==> src/rtl/user_dma_wr_psg.sv <==
// Write-path packet stream generator: buffers a 128-bit user stream in a FWFT FIFO
// and offers it to the DMA arbitrator as address/length bursts until the transfer is done.
//
// state   | meaning
// S_IDLE  | no transfer; waiting for i_start
// S_FILL  | collecting beats until the FIFO holds the next burst
// S_AVAIL | burst offered to the arbitrator; popping beats until i_dma_done
module user_dma_wr_psg #(
  parameter int ADDR_WIDTH  = 32,
  parameter int DATA_WIDTH  = 128,
  parameter int DMA_LEN     = 5,
  parameter int BURST_BEATS = 8,
  parameter int XFER_WIDTH  = 20,
  parameter int FIFO_DEPTH  = 16
) (
  input  logic                  i_clk,
  input  logic                  i_rst_n,
  input  logic                  i_start,
  input  logic [ADDR_WIDTH-1:0] i_base_addr,
  input  logic [XFER_WIDTH-1:0] i_xfer_len,
  output logic                  o_busy,
  output logic                  o_xfer_done,
  input  logic                  i_user_data_valid,
  input  logic [DATA_WIDTH-1:0] i_user_data,
  output logic                  o_user_data_rdy,
  output logic                  o_dma_data_avail,
  output logic [ADDR_WIDTH-1:0] o_dma_wr_addr,
  output logic [DMA_LEN-1:0]    o_dma_wr_len,
  input  logic                  i_dma_data_rd,
  output logic [DATA_WIDTH-1:0] o_dma_data,
  input  logic                  i_dma_done
);

  localparam int BW = XFER_WIDTH - 4;
  localparam int AW = $clog2(FIFO_DEPTH);
  localparam int CW = AW + 1;
  localparam logic [BW-1:0] BURST_MAX = BW'(BURST_BEATS);

  typedef enum logic [1:0] {S_IDLE, S_FILL, S_AVAIL} state_t;

  state_t r_state, w_state_nxt;

  logic [ADDR_WIDTH-1:0] r_addr;
  logic [BW-1:0]         r_rem_beats;
  logic [BW-1:0]         r_total_beats;
  logic [BW-1:0]         r_acc_beats;
  logic [BW-1:0]         r_burst_len;
  logic [BW-1:0]         r_rd_cnt;
  logic                  r_busy;
  logic                  r_xfer_done;
  logic                  r_avail;
  logic [ADDR_WIDTH-1:0] r_wr_addr;
  logic [DMA_LEN-1:0]    r_wr_len;

  logic [DATA_WIDTH-1:0] r_mem [FIFO_DEPTH];
  logic [AW-1:0]         r_wr_ptr;
  logic [AW-1:0]         r_rd_ptr;
  logic [CW-1:0]         r_count;

  logic [BW-1:0]         w_start_beats;
  logic [BW-1:0]         w_rem_after;
  logic [ADDR_WIDTH-1:0] w_addr_step;
  logic                  w_empty;
  logic                  w_full;
  logic                  w_rdy;
  logic                  w_push;
  logic                  w_pop;
  logic                  w_unused;

  function automatic logic [BW-1:0] clip_burst(input logic [BW-1:0] beats);
    return (beats > BURST_MAX) ? BURST_MAX : beats;
  endfunction

  assign w_start_beats = i_xfer_len[XFER_WIDTH-1:4];
  assign w_unused      = ^i_xfer_len[3:0];
  assign w_rem_after   = r_rem_beats - r_burst_len;
  assign w_addr_step   = ADDR_WIDTH'({r_burst_len, 4'b0000});
  assign w_empty       = (r_count == '0);
  assign w_full        = (r_count == CW'(FIFO_DEPTH));
  assign w_rdy         = r_busy && !w_full && (r_acc_beats < r_total_beats);
  assign w_push        = i_user_data_valid && w_rdy;
  // Reads past the burst length or on an empty FIFO are dropped here.
  assign w_pop         = (r_state == S_AVAIL) && i_dma_data_rd &&
                         (r_rd_cnt < r_burst_len) && !w_empty;

  always_comb begin
    w_state_nxt = r_state;
    case (r_state)
      S_IDLE:  if (i_start && (w_start_beats != '0)) w_state_nxt = S_FILL;
      S_FILL:  if (BW'(r_count) >= r_burst_len) w_state_nxt = S_AVAIL;
      S_AVAIL: if (i_dma_done) w_state_nxt = (w_rem_after == '0) ? S_IDLE : S_FILL;
      default: w_state_nxt = S_IDLE;
    endcase
  end

  always_ff @(posedge i_clk) begin
    if (!i_rst_n) begin
      r_state       <= S_IDLE;
      r_addr        <= '0;
      r_rem_beats   <= '0;
      r_total_beats <= '0;
      r_acc_beats   <= '0;
      r_burst_len   <= '0;
      r_rd_cnt      <= '0;
      r_busy        <= 1'b0;
      r_xfer_done   <= 1'b0;
      r_avail       <= 1'b0;
      r_wr_addr     <= '0;
      r_wr_len      <= '0;
    end else begin
      r_state     <= w_state_nxt;
      r_xfer_done <= 1'b0;
      if (w_push) r_acc_beats <= r_acc_beats + BW'(1);
      case (r_state)
        S_IDLE: begin
          if (i_start) begin
            if (w_start_beats == '0) begin
              r_xfer_done <= 1'b1;
            end else begin
              r_addr        <= i_base_addr;
              r_rem_beats   <= w_start_beats;
              r_total_beats <= w_start_beats;
              r_acc_beats   <= '0;
              r_burst_len   <= clip_burst(w_start_beats);
              r_rd_cnt      <= '0;
              r_busy        <= 1'b1;
            end
          end
        end
        S_FILL: begin
          if (w_state_nxt == S_AVAIL) begin
            r_avail   <= 1'b1;
            r_wr_addr <= r_addr;
            r_wr_len  <= r_burst_len[DMA_LEN-1:0];
          end
        end
        S_AVAIL: begin
          if (w_pop) r_rd_cnt <= r_rd_cnt + BW'(1);
          // A pop in the done cycle is still applied to the FIFO; the counter just restarts.
          if (i_dma_done) begin
            r_avail     <= 1'b0;
            r_addr      <= r_addr + w_addr_step;
            r_rem_beats <= w_rem_after;
            r_burst_len <= clip_burst(w_rem_after);
            r_rd_cnt    <= '0;
            if (w_rem_after == '0) begin
              r_busy      <= 1'b0;
              r_xfer_done <= 1'b1;
            end
          end
        end
        default: ;
      endcase
    end
  end

  always_ff @(posedge i_clk) begin
    if (!i_rst_n) begin
      r_wr_ptr <= '0;
      r_rd_ptr <= '0;
      r_count  <= '0;
    end else begin
      if (w_push) r_wr_ptr <= r_wr_ptr + AW'(1);
      if (w_pop)  r_rd_ptr <= r_rd_ptr + AW'(1);
      case ({w_push, w_pop})
        2'b10:   r_count <= r_count + CW'(1);
        2'b01:   r_count <= r_count - CW'(1);
        default: r_count <= r_count;
      endcase
    end
  end

  always_ff @(posedge i_clk) begin
    if (w_push) r_mem[r_wr_ptr] <= i_user_data;
  end

  assign o_busy           = r_busy;
  assign o_xfer_done      = r_xfer_done;
  assign o_user_data_rdy  = w_rdy;
  assign o_dma_data_avail = r_avail;
  assign o_dma_wr_addr    = r_wr_addr;
  assign o_dma_wr_len     = r_wr_len;
  assign o_dma_data       = w_empty ? '0 : r_mem[r_rd_ptr];

endmodule

==> config.mk <==
export PLATFORM = sky130hd
export DESIGN_NAME = user_dma_wr_psg
export DESIGN_NICKNAME = d
export VERILOG_FILES = /design/src/rtl/user_dma_wr_psg.sv
export SDC_FILE = /design/constraint.sdc
export NUM_CORES = 2
export LEC_CHECK = 0
export ABC_AREA = 0
export CAP_MARGIN = 5
export CORE_ASPECT_RATIO = 1.25
export CORE_MARGIN = 10
export CORE_UTILIZATION = 65
export CTS_CLUSTER_SIZE = 20
export DETAILED_ROUTE_END_ITERATION = 7
export HOLD_SLACK_MARGIN = 0.05
export PLACE_DENSITY = 0.86
export SYNTH_ARGS = -nofsm -noshare
export SYNTH_HDL_FRONTEND = slang
export SYNTH_SLANG_ARGS = --single-unit
==> constraint.sdc <==
create_clock -name i_clk -period 21.5 [get_ports i_clk]
set_input_delay 3.225 -clock i_clk [delete_from_list [all_inputs] [get_ports i_clk]]
set_output_delay 3.225 -clock i_clk [all_outputs]
set_load 0.02 [all_outputs]
==> flow_summary.yaml <==
setup_path:
  path_class: "flip-flop to primary output"
  crit_fanout: 50
  crit_path_start_kind: "flip-flop"
  cp-end-kind: "primary output"
  crit_required_ns: 18.27
  r2r_cells: 12
  cp.arrival_ns: 6.41
drt:
  via_per_inst: 7.11
  antenna_left: 0
  drc: 0
  wl_mm: 229
  drtIter0Drc: 5935
  drt_first_pass_iters: 8
  num_vias: 46255
  avgRoutedWirePerCell_microns: 35.2
logic_synthesis:
  syn_area_sq_um: 87100
  async_reset_ff_share_pct: 0
  yosysSeqAreaShare_pct: 74.6
  syn_nets: 4437
  postSynthAreaPerCell_sq_um: 20.9
  synth_flop_cell: "edfxtp_1"
  synth_cells: 4171
  synth_edf_count: 2048
  ys_warn_count: 0
  synth_cell_types: 69
  ys_ff_latch: 2219
finish:
  stdcell_area_sq_um: 99000
  final_common_cell: "edfxtp_1"
  fin_util_pct: 74.2
  layout_common_cells: "edfxtp_1 (2048), mux4_2 (640), clkdlybuf4s50_1 (350)"
  fill_cells: 6912
  syn2layout_area_growth_pct: 13.7
  nets: 4847
  drive_gt1_share_pct: 21.9
timing:
  slew_headroom_pct: 16.7
  slew_viol_final: 0
  clock_skew_ns: 0.0329
  setup_ws_ns: 11.87
  tns_ns: 0
  finalCriticalPeriod_ns: 9.63
  final-hold-violation-count: 0
  fin_crit_sh_pct: 44.8
  max_freq_ghz: 0.104
  setup_viol: 0
  worst-slew-pin-transition_ns: 1.25
  rsz0062_at_grt: "no"
power_and_ir_drop:
  power_density_nw_per_um2: 88.6
  ir_worst_vdd_uv: 105
  p_total_uw: 8760
  p_leak_uw: 0.0304
die:
  die_h_microns: 429
  io_pins: 355
  dieWidth_microns: 347
  start_util_pct: 65.2
  rows: 150
  core_area_sq_um: 133000
  dieArea_sq_um: 149000
outcome:
  status: "completed"
global_route:
  grt_use_met3_pct: 7.21
  gr-max-usage-layer: "met2"
  use_met2_pct: 51.0
  grt_pass1_wl_mm: 334
  grtUsageTotal_pct: 30.9
  grt_max_degree: 116
  overflow: 0
  met1_usage_pct: 39.4
  grt_pass1_vias: 47661
  antenna_found_initial: 44
clocking:
  postCtsResizedCells: 0
  clockBufferDepth: 3
  cts.htree.levels: 4
  cts_buffers: 195
  cts_setup_buffers: 0
  cts_num_sinks: 2219
  hold_buffers: 0
  worstSkewPairLatency_ns: 0.85
  clk_pin_slew_ns: 0.06
  tritoncts: "done"
  cts_root_buffer: "clkbuf_16"
placed_design:
  portBuffers: 350
  dpl_cell_area_sq_um: 92700
  post-dp-hpwl_mm: 112
  post-place-ws_ns: 12.57
  gp_congestion: 0.889
hold_path:
  hp-class: "flip-flop to flip-flop"
  worstHoldPathCells: 2
flow_run:
  maxCapViolations: 0
where the power goes:
part | internal, uW | leakage (uW) | switching, uW
combinational | 203 | 0.00759 | 326
sequential | 4760 | 0.0198 | 29.4
clock | 1880 | 0.00300 | 1570
cells in the mapped netlist (all sizes together), types with 47 or more instances:
cell type / n / share of area (%)
dfxtp: 171 / 3.9
mux2i: 47 / 0.54
nor2b: 137 / 0.98
o21ai: 58 / 0.33
mux4: 640 / 17
nand2: 115 / 0.50
ha: 77 / 1.1
buf: 56 / 0.25
clkbuf: 156 / 0.67
inv: 55 / 0.24
edfxtp: 2048 / 71
nor2: 157 / 0.68
a21oi: 96 / 0.55
registers in the layout, indices dropped and copies added, names as in the netlist, named ones only:
name	count
r_rd_ptr	4
r_count	5
r_mem	2048
r_rem_beats	16
r_state	2
r_rd_cnt	16
r_total_beats	16
o_dma_data_avail	1
r_addr	32
r_wr_ptr	4
o_dma_wr_len	5
r_acc_beats	16
o_dma_wr_addr	32
r_burst_len	16
o_busy	1
o_xfer_done	1
cells by family (layout without fill, tap and decap cells):
group,count (synthesis),in the layout,synth area share [%]
flip-flops,2219,2219,74.6
multiplexers,687,687,17.1
AND/OR/NAND/NOR,580,580,3.37
AO/OA/AOI/OAI,300,300,2.24
buffers and inverters,268,838,1.17
adder cells (fa/ha/maj),80,80,1.18
XOR/XNOR,37,37,0.372
other,0,20,0
metrics by stage:
| step | instances | hold WS, ns |
|---|---|---|
| 2_1_floorplan | 4171 | 0.432 |
| 6_report | 6509 | 0.457 |
| 4_1_cts | 6489 | 0.460 |
| 3_5_place_dp | 6132 | 0.451 |
| 3_3_place_gp | 6132 | 0.441 |
| 5_1_grt | 6504 | 0.472 |
worst max-delay path, cell delays in order (launching register included):
cell and delay [ns]:
dfxtp_4 0.89, buf_4 0.81, buf_4 0.87, buf_4 0.92, mux4_2 0.65, mux4_2 0.48
nor2b_1 0.23, clkdlybuf4s50_1 0.63
cell type report:
class,instances,area (sq um),share of cell area (%)
clock inverter,104,917,0.927
inverter,56,214,0.216
timing repair buffer,425,4150,4.20
sequential,2219,64900,65.6
multi-input combinational,1684,21300,21.5
tap,1748,2190,2.21
clock buffer,253,5240,5.30
antenna,20,50.0,0.0506
path summary, 6_finish.rpt:
kind / from / end / slack [ns]
max: flip-flop / o_dma_data[43] / 11.87
min: r_total_beats[10] / r_total_beats[10] / 0.46
min reg2reg: r_total_beats[10] / r_total_beats[10] / 0.46
max reg2reg: r_total_beats[13] / r_mem[4][57] / 16.35
routing by layer:
metal,vias to the layer above,part of all wire [%]
li1,18129,-
met1,23949,34
met2,3505,51
met3,626,11
met4,46,4.5
met5,-,0.13
(Power assumes the default switching activity.)
